[config.mk]
export PLATFORM = sky130hd
export DESIGN_NAME = mmu_tlb
export DESIGN_NICKNAME = d
export VERILOG_FILES = /design/src/rtl/mmu_tlb.sv
export SDC_FILE = /design/constraint.sdc
export NUM_CORES = 2
export LEC_CHECK = 0
export CAP_MARGIN = 20
export CELL_PAD_IN_SITES_DETAIL_PLACEMENT = 1
export CELL_PAD_IN_SITES_GLOBAL_PLACEMENT = 2
export CORE_ASPECT_RATIO = 2
export CORE_MARGIN = 2
export CORE_UTILIZATION = 38
export CTS_CLUSTER_DIAMETER = 30
export CTS_CLUSTER_SIZE = 30
export DETAILED_ROUTE_END_ITERATION = 10
export GPL_TIMING_DRIVEN = 0
export PLACE_DENSITY_LB_ADDON = 0.1
export SLEW_MARGIN = 20
export SYNTH_ARGS = -nofsm -noshare
export SYNTH_HDL_FRONTEND = slang
export SYNTH_SLANG_ARGS = --single-unit
[constraint.sdc]
create_clock -name clk -period 6.2 [get_ports clk]
set_input_delay 0.62 -clock clk [delete_from_list [all_inputs] [get_ports clk]]
set_output_delay 0.62 -clock clk [all_outputs]
set_load 0.05 [all_outputs]
[src/rtl/mmu_tlb.sv]
// rtl/mmu_tlb.sv - fully-associative software-managed TLB translating I/D virtual addresses to cache fields
module mmu_tlb #(
  parameter int TLB_ENTRIES = 8,
  parameter int INDEX_W     = 8,
  parameter int OFFSET_W    = 4,
  parameter int K0_CACHED   = 1,
  localparam int IW = $clog2(TLB_ENTRIES),
  localparam int TW = 32 - INDEX_W - OFFSET_W
) (
  input  logic                clk,
  input  logic                rst,
  input  logic [7:0]          asid,
  input  logic                inst_req,
  input  logic [31:0]         inst_vaddr,
  output logic                inst_valid,
  output logic [TW-1:0]       inst_tag,
  output logic [INDEX_W-1:0]  inst_index,
  output logic [OFFSET_W-1:0] inst_offset,
  output logic                inst_cache,
  output logic                inst_refill,
  output logic                inst_invalid,
  input  logic                data_req,
  input  logic [31:0]         data_vaddr,
  input  logic                data_wr,
  output logic                data_valid,
  output logic [TW-1:0]       data_tag,
  output logic [INDEX_W-1:0]  data_index,
  output logic [OFFSET_W-1:0] data_offset,
  output logic                data_cache,
  output logic                data_refill,
  output logic                data_invalid,
  output logic                data_mod,
  input  logic                tlbw_en,
  input  logic [IW-1:0]       tlbw_idx,
  input  logic [18:0]         tlbw_vpn2,
  input  logic [7:0]          tlbw_asid,
  input  logic                tlbw_g,
  input  logic [24:0]         tlbw_lo0,
  input  logic [24:0]         tlbw_lo1,
  input  logic                tlbp_req,
  input  logic [18:0]         tlbp_vpn2,
  output logic                tlbp_done,
  output logic                tlbp_hit,
  output logic [IW-1:0]       tlbp_idx
);

  localparam int FW = INDEX_W + OFFSET_W;

  logic        e_q    [TLB_ENTRIES], e_d    [TLB_ENTRIES];
  logic [18:0] vpn2_q [TLB_ENTRIES], vpn2_d [TLB_ENTRIES];
  logic [7:0]  asid_q [TLB_ENTRIES], asid_d [TLB_ENTRIES];
  logic        g_q    [TLB_ENTRIES], g_d    [TLB_ENTRIES];
  logic [24:0] lo0_q  [TLB_ENTRIES], lo0_d  [TLB_ENTRIES];
  logic [24:0] lo1_q  [TLB_ENTRIES], lo1_d  [TLB_ENTRIES];

  // Result word: {refill, invalid, mod, cache, pa[31:0]}. Descending scan lets the lowest matching index win.
  function automatic logic [35:0] xlate(input logic [31:0] va, input logic [7:0] as, input logic wr);
    logic        hit;
    logic [24:0] lo;
    hit = 1'b0;
    lo  = '0;
    if (va[31:29] == 3'b100 || va[31:29] == 3'b101) begin
      return {3'b000, (va[31:29] == 3'b100) && (K0_CACHED != 0), 3'b000, va[28:0]};
    end
    for (int i = TLB_ENTRIES - 1; i >= 0; i--) begin
      if (e_q[i] && vpn2_q[i] == va[31:13] && (g_q[i] || asid_q[i] == as)) begin
        hit = 1'b1;
        lo  = va[12] ? lo1_q[i] : lo0_q[i];
      end
    end
    if (!hit)             return {1'b1, 35'd0};
    else if (!lo[0])      return {2'b01, 34'd0};
    else if (wr && !lo[1]) return {3'b001, 33'd0};
    else                  return {3'b000, lo[4:2] == 3'd3, lo[24:5], va[11:0]};
  endfunction

  // Entry update: the written entry becomes visible from the cycle after tlbw_en.
  always_comb begin
    for (int i = 0; i < TLB_ENTRIES; i++) begin
      e_d[i]    = e_q[i];
      vpn2_d[i] = vpn2_q[i];
      asid_d[i] = asid_q[i];
      g_d[i]    = g_q[i];
      lo0_d[i]  = lo0_q[i];
      lo1_d[i]  = lo1_q[i];
    end
    if (tlbw_en) begin
      e_d[tlbw_idx]    = 1'b1;
      vpn2_d[tlbw_idx] = tlbw_vpn2;
      asid_d[tlbw_idx] = tlbw_asid;
      g_d[tlbw_idx]    = tlbw_g;
      lo0_d[tlbw_idx]  = tlbw_lo0;
      lo1_d[tlbw_idx]  = tlbw_lo1;
    end
  end

  // Entry storage, fully cleared on reset so no entry matches until written.
  always_ff @(posedge clk) begin
    for (int i = 0; i < TLB_ENTRIES; i++) begin
      if (rst) begin
        e_q[i] <= 1'b0; vpn2_q[i] <= '0; asid_q[i] <= '0;
        g_q[i] <= 1'b0; lo0_q[i]  <= '0; lo1_q[i]  <= '0;
      end else begin
        e_q[i] <= e_d[i]; vpn2_q[i] <= vpn2_d[i]; asid_q[i] <= asid_d[i];
        g_q[i] <= g_d[i]; lo0_q[i]  <= lo0_d[i];  lo1_q[i]  <= lo1_d[i];
      end
    end
  end

  logic [35:0]         ires, dres;
  logic                iok, dok;
  logic                inst_valid_q, inst_valid_d, inst_cache_q, inst_cache_d;
  logic                inst_refill_q, inst_refill_d, inst_invalid_q, inst_invalid_d;
  logic [TW-1:0]       inst_tag_q, inst_tag_d, data_tag_q, data_tag_d;
  logic [INDEX_W-1:0]  inst_index_q, inst_index_d, data_index_q, data_index_d;
  logic [OFFSET_W-1:0] inst_offset_q, inst_offset_d, data_offset_q, data_offset_d;
  logic                data_valid_q, data_valid_d, data_cache_q, data_cache_d;
  logic                data_refill_q, data_refill_d, data_invalid_q, data_invalid_d;
  logic                data_mod_q, data_mod_d;
  logic                tlbp_done_q, tlbp_done_d, tlbp_hit_q, tlbp_hit_d;
  logic [IW-1:0]       tlbp_idx_q, tlbp_idx_d;
  logic                p_hit;
  logic [IW-1:0]       p_idx;

  // Next-state for both lookup ports; fields are zero whenever there is no request or an exception.
  always_comb begin
    ires = xlate(inst_vaddr, asid, 1'b0);
    dres = xlate(data_vaddr, asid, data_wr);
    iok  = inst_req && (ires[35:33] == 3'b000);
    dok  = data_req && (dres[35:33] == 3'b000);
    inst_valid_d   = inst_req;
    inst_refill_d  = inst_req && ires[35];
    inst_invalid_d = inst_req && ires[34];
    inst_cache_d   = iok && ires[32];
    inst_tag_d     = iok ? ires[31:FW] : '0;
    inst_index_d   = iok ? ires[FW-1:OFFSET_W] : '0;
    inst_offset_d  = iok ? ires[OFFSET_W-1:0] : '0;
    data_valid_d   = data_req;
    data_refill_d  = data_req && dres[35];
    data_invalid_d = data_req && dres[34];
    data_mod_d     = data_req && dres[33];
    data_cache_d   = dok && dres[32];
    data_tag_d     = dok ? dres[31:FW] : '0;
    data_index_d   = dok ? dres[FW-1:OFFSET_W] : '0;
    data_offset_d  = dok ? dres[OFFSET_W-1:0] : '0;
  end

  // Probe compare; hit/idx hold between probes and idx reads 0 on a miss.
  always_comb begin
    p_hit = 1'b0;
    p_idx = '0;
    for (int i = TLB_ENTRIES - 1; i >= 0; i--) begin
      if (e_q[i] && vpn2_q[i] == tlbp_vpn2 && (g_q[i] || asid_q[i] == asid)) begin
        p_hit = 1'b1;
        p_idx = i[IW-1:0];
      end
    end
    tlbp_done_d = tlbp_req;
    tlbp_hit_d  = tlbp_req ? p_hit : tlbp_hit_q;
    tlbp_idx_d  = tlbp_req ? p_idx : tlbp_idx_q;
  end

  // Output registers; reset drops any request presented in the same cycle.
  always_ff @(posedge clk) begin
    if (rst) begin
      inst_valid_q <= 1'b0; inst_cache_q <= 1'b0; inst_refill_q <= 1'b0; inst_invalid_q <= 1'b0;
      inst_tag_q <= '0; inst_index_q <= '0; inst_offset_q <= '0;
      data_valid_q <= 1'b0; data_cache_q <= 1'b0; data_refill_q <= 1'b0; data_invalid_q <= 1'b0;
      data_mod_q <= 1'b0; data_tag_q <= '0; data_index_q <= '0; data_offset_q <= '0;
      tlbp_done_q <= 1'b0; tlbp_hit_q <= 1'b0; tlbp_idx_q <= '0;
    end else begin
      inst_valid_q <= inst_valid_d; inst_cache_q <= inst_cache_d;
      inst_refill_q <= inst_refill_d; inst_invalid_q <= inst_invalid_d;
      inst_tag_q <= inst_tag_d; inst_index_q <= inst_index_d; inst_offset_q <= inst_offset_d;
      data_valid_q <= data_valid_d; data_cache_q <= data_cache_d;
      data_refill_q <= data_refill_d; data_invalid_q <= data_invalid_d; data_mod_q <= data_mod_d;
      data_tag_q <= data_tag_d; data_index_q <= data_index_d; data_offset_q <= data_offset_d;
      tlbp_done_q <= tlbp_done_d; tlbp_hit_q <= tlbp_hit_d; tlbp_idx_q <= tlbp_idx_d;
    end
  end

  assign inst_valid = inst_valid_q;     assign inst_cache = inst_cache_q;
  assign inst_refill = inst_refill_q;   assign inst_invalid = inst_invalid_q;
  assign inst_tag = inst_tag_q;         assign inst_index = inst_index_q;
  assign inst_offset = inst_offset_q;
  assign data_valid = data_valid_q;     assign data_cache = data_cache_q;
  assign data_refill = data_refill_q;   assign data_invalid = data_invalid_q;
  assign data_mod = data_mod_q;         assign data_tag = data_tag_q;
  assign data_index = data_index_q;     assign data_offset = data_offset_q;
  assign tlbp_done = tlbp_done_q;       assign tlbp_hit = tlbp_hit_q;
  assign tlbp_idx = tlbp_idx_q;

endmodule

==> results.json <==
{
  "fillCellCount": 12100,
  "dp_slack_ns": 0.0845,
  "mostFrequentLayoutCell": "nand2_1",
  "hpwl_um": 184000,
  "synthAdderAreaFrac": 0,
  "io_pins": 257,
  "cts_setup_buffers": 0,
  "gp_congestion": 1.03,
  "synth.area.mux_share": 0.0843,
  "synth.avg_cell_area_um2": 7.84,
  "layout_common_cells": "nand2_1, dfxtp_1, a21oi_1, xnor2_1, clkbuf_1",
  "yosysUniqueCellTypes": 68,
  "nNetsFinal": 5280,
  "cp.required_ns": 6.77,
  "cp-start-kind": "flop",
  "slew_headroom": 0.0867,
  "crit_path_top_delay_cell": "a221oi_1",
  "synth_nets": 5023,
  "hold_class": "in2reg",
  "portBuffers": 106,
  "synth_edf_count": 0,
  "clock-sinks": 710,
  "cts_hold_buf": 0,
  "ys_ff_latch": 710,
  "vias_per_cell": 6.21,
  "path_clk_slew_ns": 0.06,
  "routed_wl_um": 245000,
  "critPathBufInv": 3,
  "grt_pass1_vias": 41400,
  "async_flop_share": 0,
  "grt_usage": 0.478,
  "core_mm2": 0.0995,
  "root_buffer": "clkbuf_16",
  "max_cap_viol_count": 0,
  "start_util": 0.382,
  "cp_common_cell": "clkbuf_1",
  "final_layout_size_suffix_gt1_frac": 0.109,
  "syn-cell-area_mm2": 0.0380,
  "fin_tns_setup_ns": 0,
  "fin_skew_ns": 0.0322,
  "tightest_slew_ns": 1.37,
  "cts_buffers": 136,
  "cp_top_family": "compound AO/OA/AOI/OAI gates",
  "clkLatencyLatePin_ns": 0.79,
  "cp_max_fo": 10,
  "yosys_warnings": 0,
  "synth_cells": 4844,
  "setup_violations": 0,
  "grt_pass1_wl_um": 337000,
  "overflow": 0,
  "synth_top_family_by_area": "simple AND/OR/NAND/NOR gates",
  "power_w": 0.0142,
  "crit_path_cell_trace": "xor2_1, nor4_1, a41o_1, and2_1, buf_2, and3_1, clkbuf_1, clkbuf_1, a21oi_1, a221oi_1, o21ai_1",
  "grt_antenna_before_repair": 13,
  "cts_tree": "built",
  "cts-htree-levels": 4,
  "peakVddDrop_v": 0.000288,
  "powerDensity_mw_per_mm2": 310,
  "drt_first_pass_iters": 6,
  "drc": 0,
  "syn2layout_area_growth_pct": 20.9,
  "dieArea_mm2": 0.103,
  "synth_ff_type": "dfxtp_1",
  "finalHoldViolations": 0,
  "arrival_ns": 6.52,
  "synth-xor-area-share": 0.120,
  "seq_area_frac_synth": 0.374,
  "clk_path_buf_depth": 3,
  "die_height_um": 451,
  "rsz0062_at_grt": "false",
  "setup_ws_ns": 0.253,
  "fin_crit_sh": 0.959,
  "post_cts_resized": 0,
  "vias": 40700,
  "cp-end-kind": "flop",
  "p_leak_nw": 15.9,
  "drv_slew": 0,
  "max_freq_ghz": 0.168,
  "drtAntennaViolNets": 0,
  "synthSimpleGateAreaFrac": 0.207,
  "period_needed_ns": 5.95,
  "die_w_um": 228,
  "critPathKind": "reg2reg",
  "drt_iter0_markers": 3900,
  "grt_max_degree": 17,
  "status": "completed",
  "fp-row-count": 164,
  "synth_compound_area_frac": 0.156,
  "wl_per_cell_um": 37.4,
  "slowest_delay_ns": 1.09
}
[sequential cells by signal, summed over array words and instances (netlist names), 3 cells and up]
register	cells
asid_q	64
data_index	8
data_offset	4
data_tag	20
e_q	8
g_q	8
inst_index	8
inst_offset	4
inst_tag	20
lo0_q	200
lo1_q	200
tlbp_idx	3
vpn2_q	152
[layout make-up]
class,instances,area (µm²),share of cell area
Inverter,18,67.6,0.00147
Multi-Input combinational cell,3640,21600,0.471
Antenna cell,6,15.0,0.000327
Timing Repair Buffer,119,1190,0.0260
Clock inverter,74,970,0.0211
Clock buffer,179,3940,0.0857
Sequential cell,710,14200,0.309
Buffer,476,2220,0.0484
Tap cell,1328,1660,0.0362
[final timing paths]
kind | cells after the start | slack, ns | end | from
worst max-delay path | 11 | 0.25 | inst_tag[2]$_SDFF_PP0_ | asid_q[0][19]$_SDFFE_PP0P_
worst min-delay path | 3 | 0.16 | asid_q[0][10]$_SDFFE_PP0P_ | tlbw_asid[2]
worst max register to register | 11 | 0.25 | inst_tag[2]$_SDFF_PP0_ | asid_q[0][19]$_SDFFE_PP0P_
worst min register to register | 2 | 0.45 | lo0_q[1][4]$_SDFFE_PP0P_ | lo0_q[1][4]$_SDFFE_PP0P_
[where the power goes]
part	leakage (nW)	switching, W	internal [W]
registers	5.75	0.0000996	0.00466
clock network	2.36	0.00286	0.00521
logic	7.76	0.00102	0.000374
total	15.9	0.00397	0.0102
[routing by layer]
metal	routed length, µm	vias up	track usage
met3	18000	1271	0.139
li1	-	17000	-
met4	34700	10	0.532
met1	77600	20100	0.450
met2	115000	2332	0.779
met5	92	-	0.00244
[synthesized netlist by cell type, types with 40 or more instances]
library cell | number | area share
nor2b_1 | 50 | 0.0082
a211oi_1 | 58 | 0.011
a221oi_1 | 40 | 0.0092
nor4_1 | 53 | 0.0087
mux2i_1 | 248 | 0.065
nand4_1 | 112 | 0.018
nor3_1 | 45 | 0.0059
xor2_1 | 194 | 0.045
mux2_2 | 64 | 0.019
clkbuf_1 | 290 | 0.029
dfxtp_1 | 710 | 0.37
nor2_1 | 104 | 0.010
buf_4 | 57 | 0.011
xnor2_1 | 326 | 0.075
a21oi_1 | 669 | 0.088
nand2_1 | 1348 | 0.13
buf_2 | 61 | 0.0080
[per-stage QoR]
| step | cell area, µm² | hold slack [ns] | cells | util |
|---|---|---|---|---|
| finish | 45900 | 0.163 | 6550 | 0.462 |
| global route | 45900 | 0.158 | 6545 | 0.461 |
| CTS | 45900 | 0.148 | 6543 | 0.461 |
| detailed placement | 41000 | 0.443 | 6290 | 0.412 |
| global placement | 40700 | 0.438 | 6278 | 0.409 |
| floorplan | 38000 | 0.431 | 4844 | - |
[worst reg2reg max path, stage by stage, from the launching register on]
cell	delay, ns
dfxtp_1	0.31
xor2_1	0.16
nor4_1	0.44
a41o_1	0.48
and2_1	0.18
buf_2	0.37
and3_1	0.60
clkbuf_1	0.84
clkbuf_1	0.78
a21oi_1	0.15
a221oi_1	1.09
o21ai_1	0.34
[logic make-up after synthesis]
group,count (synthesis)
simple gates,1830
buf+inv,494
xor+xnor,520
mux,312
compound gates,978
flops,710
(Power assumes the default switching activity.)
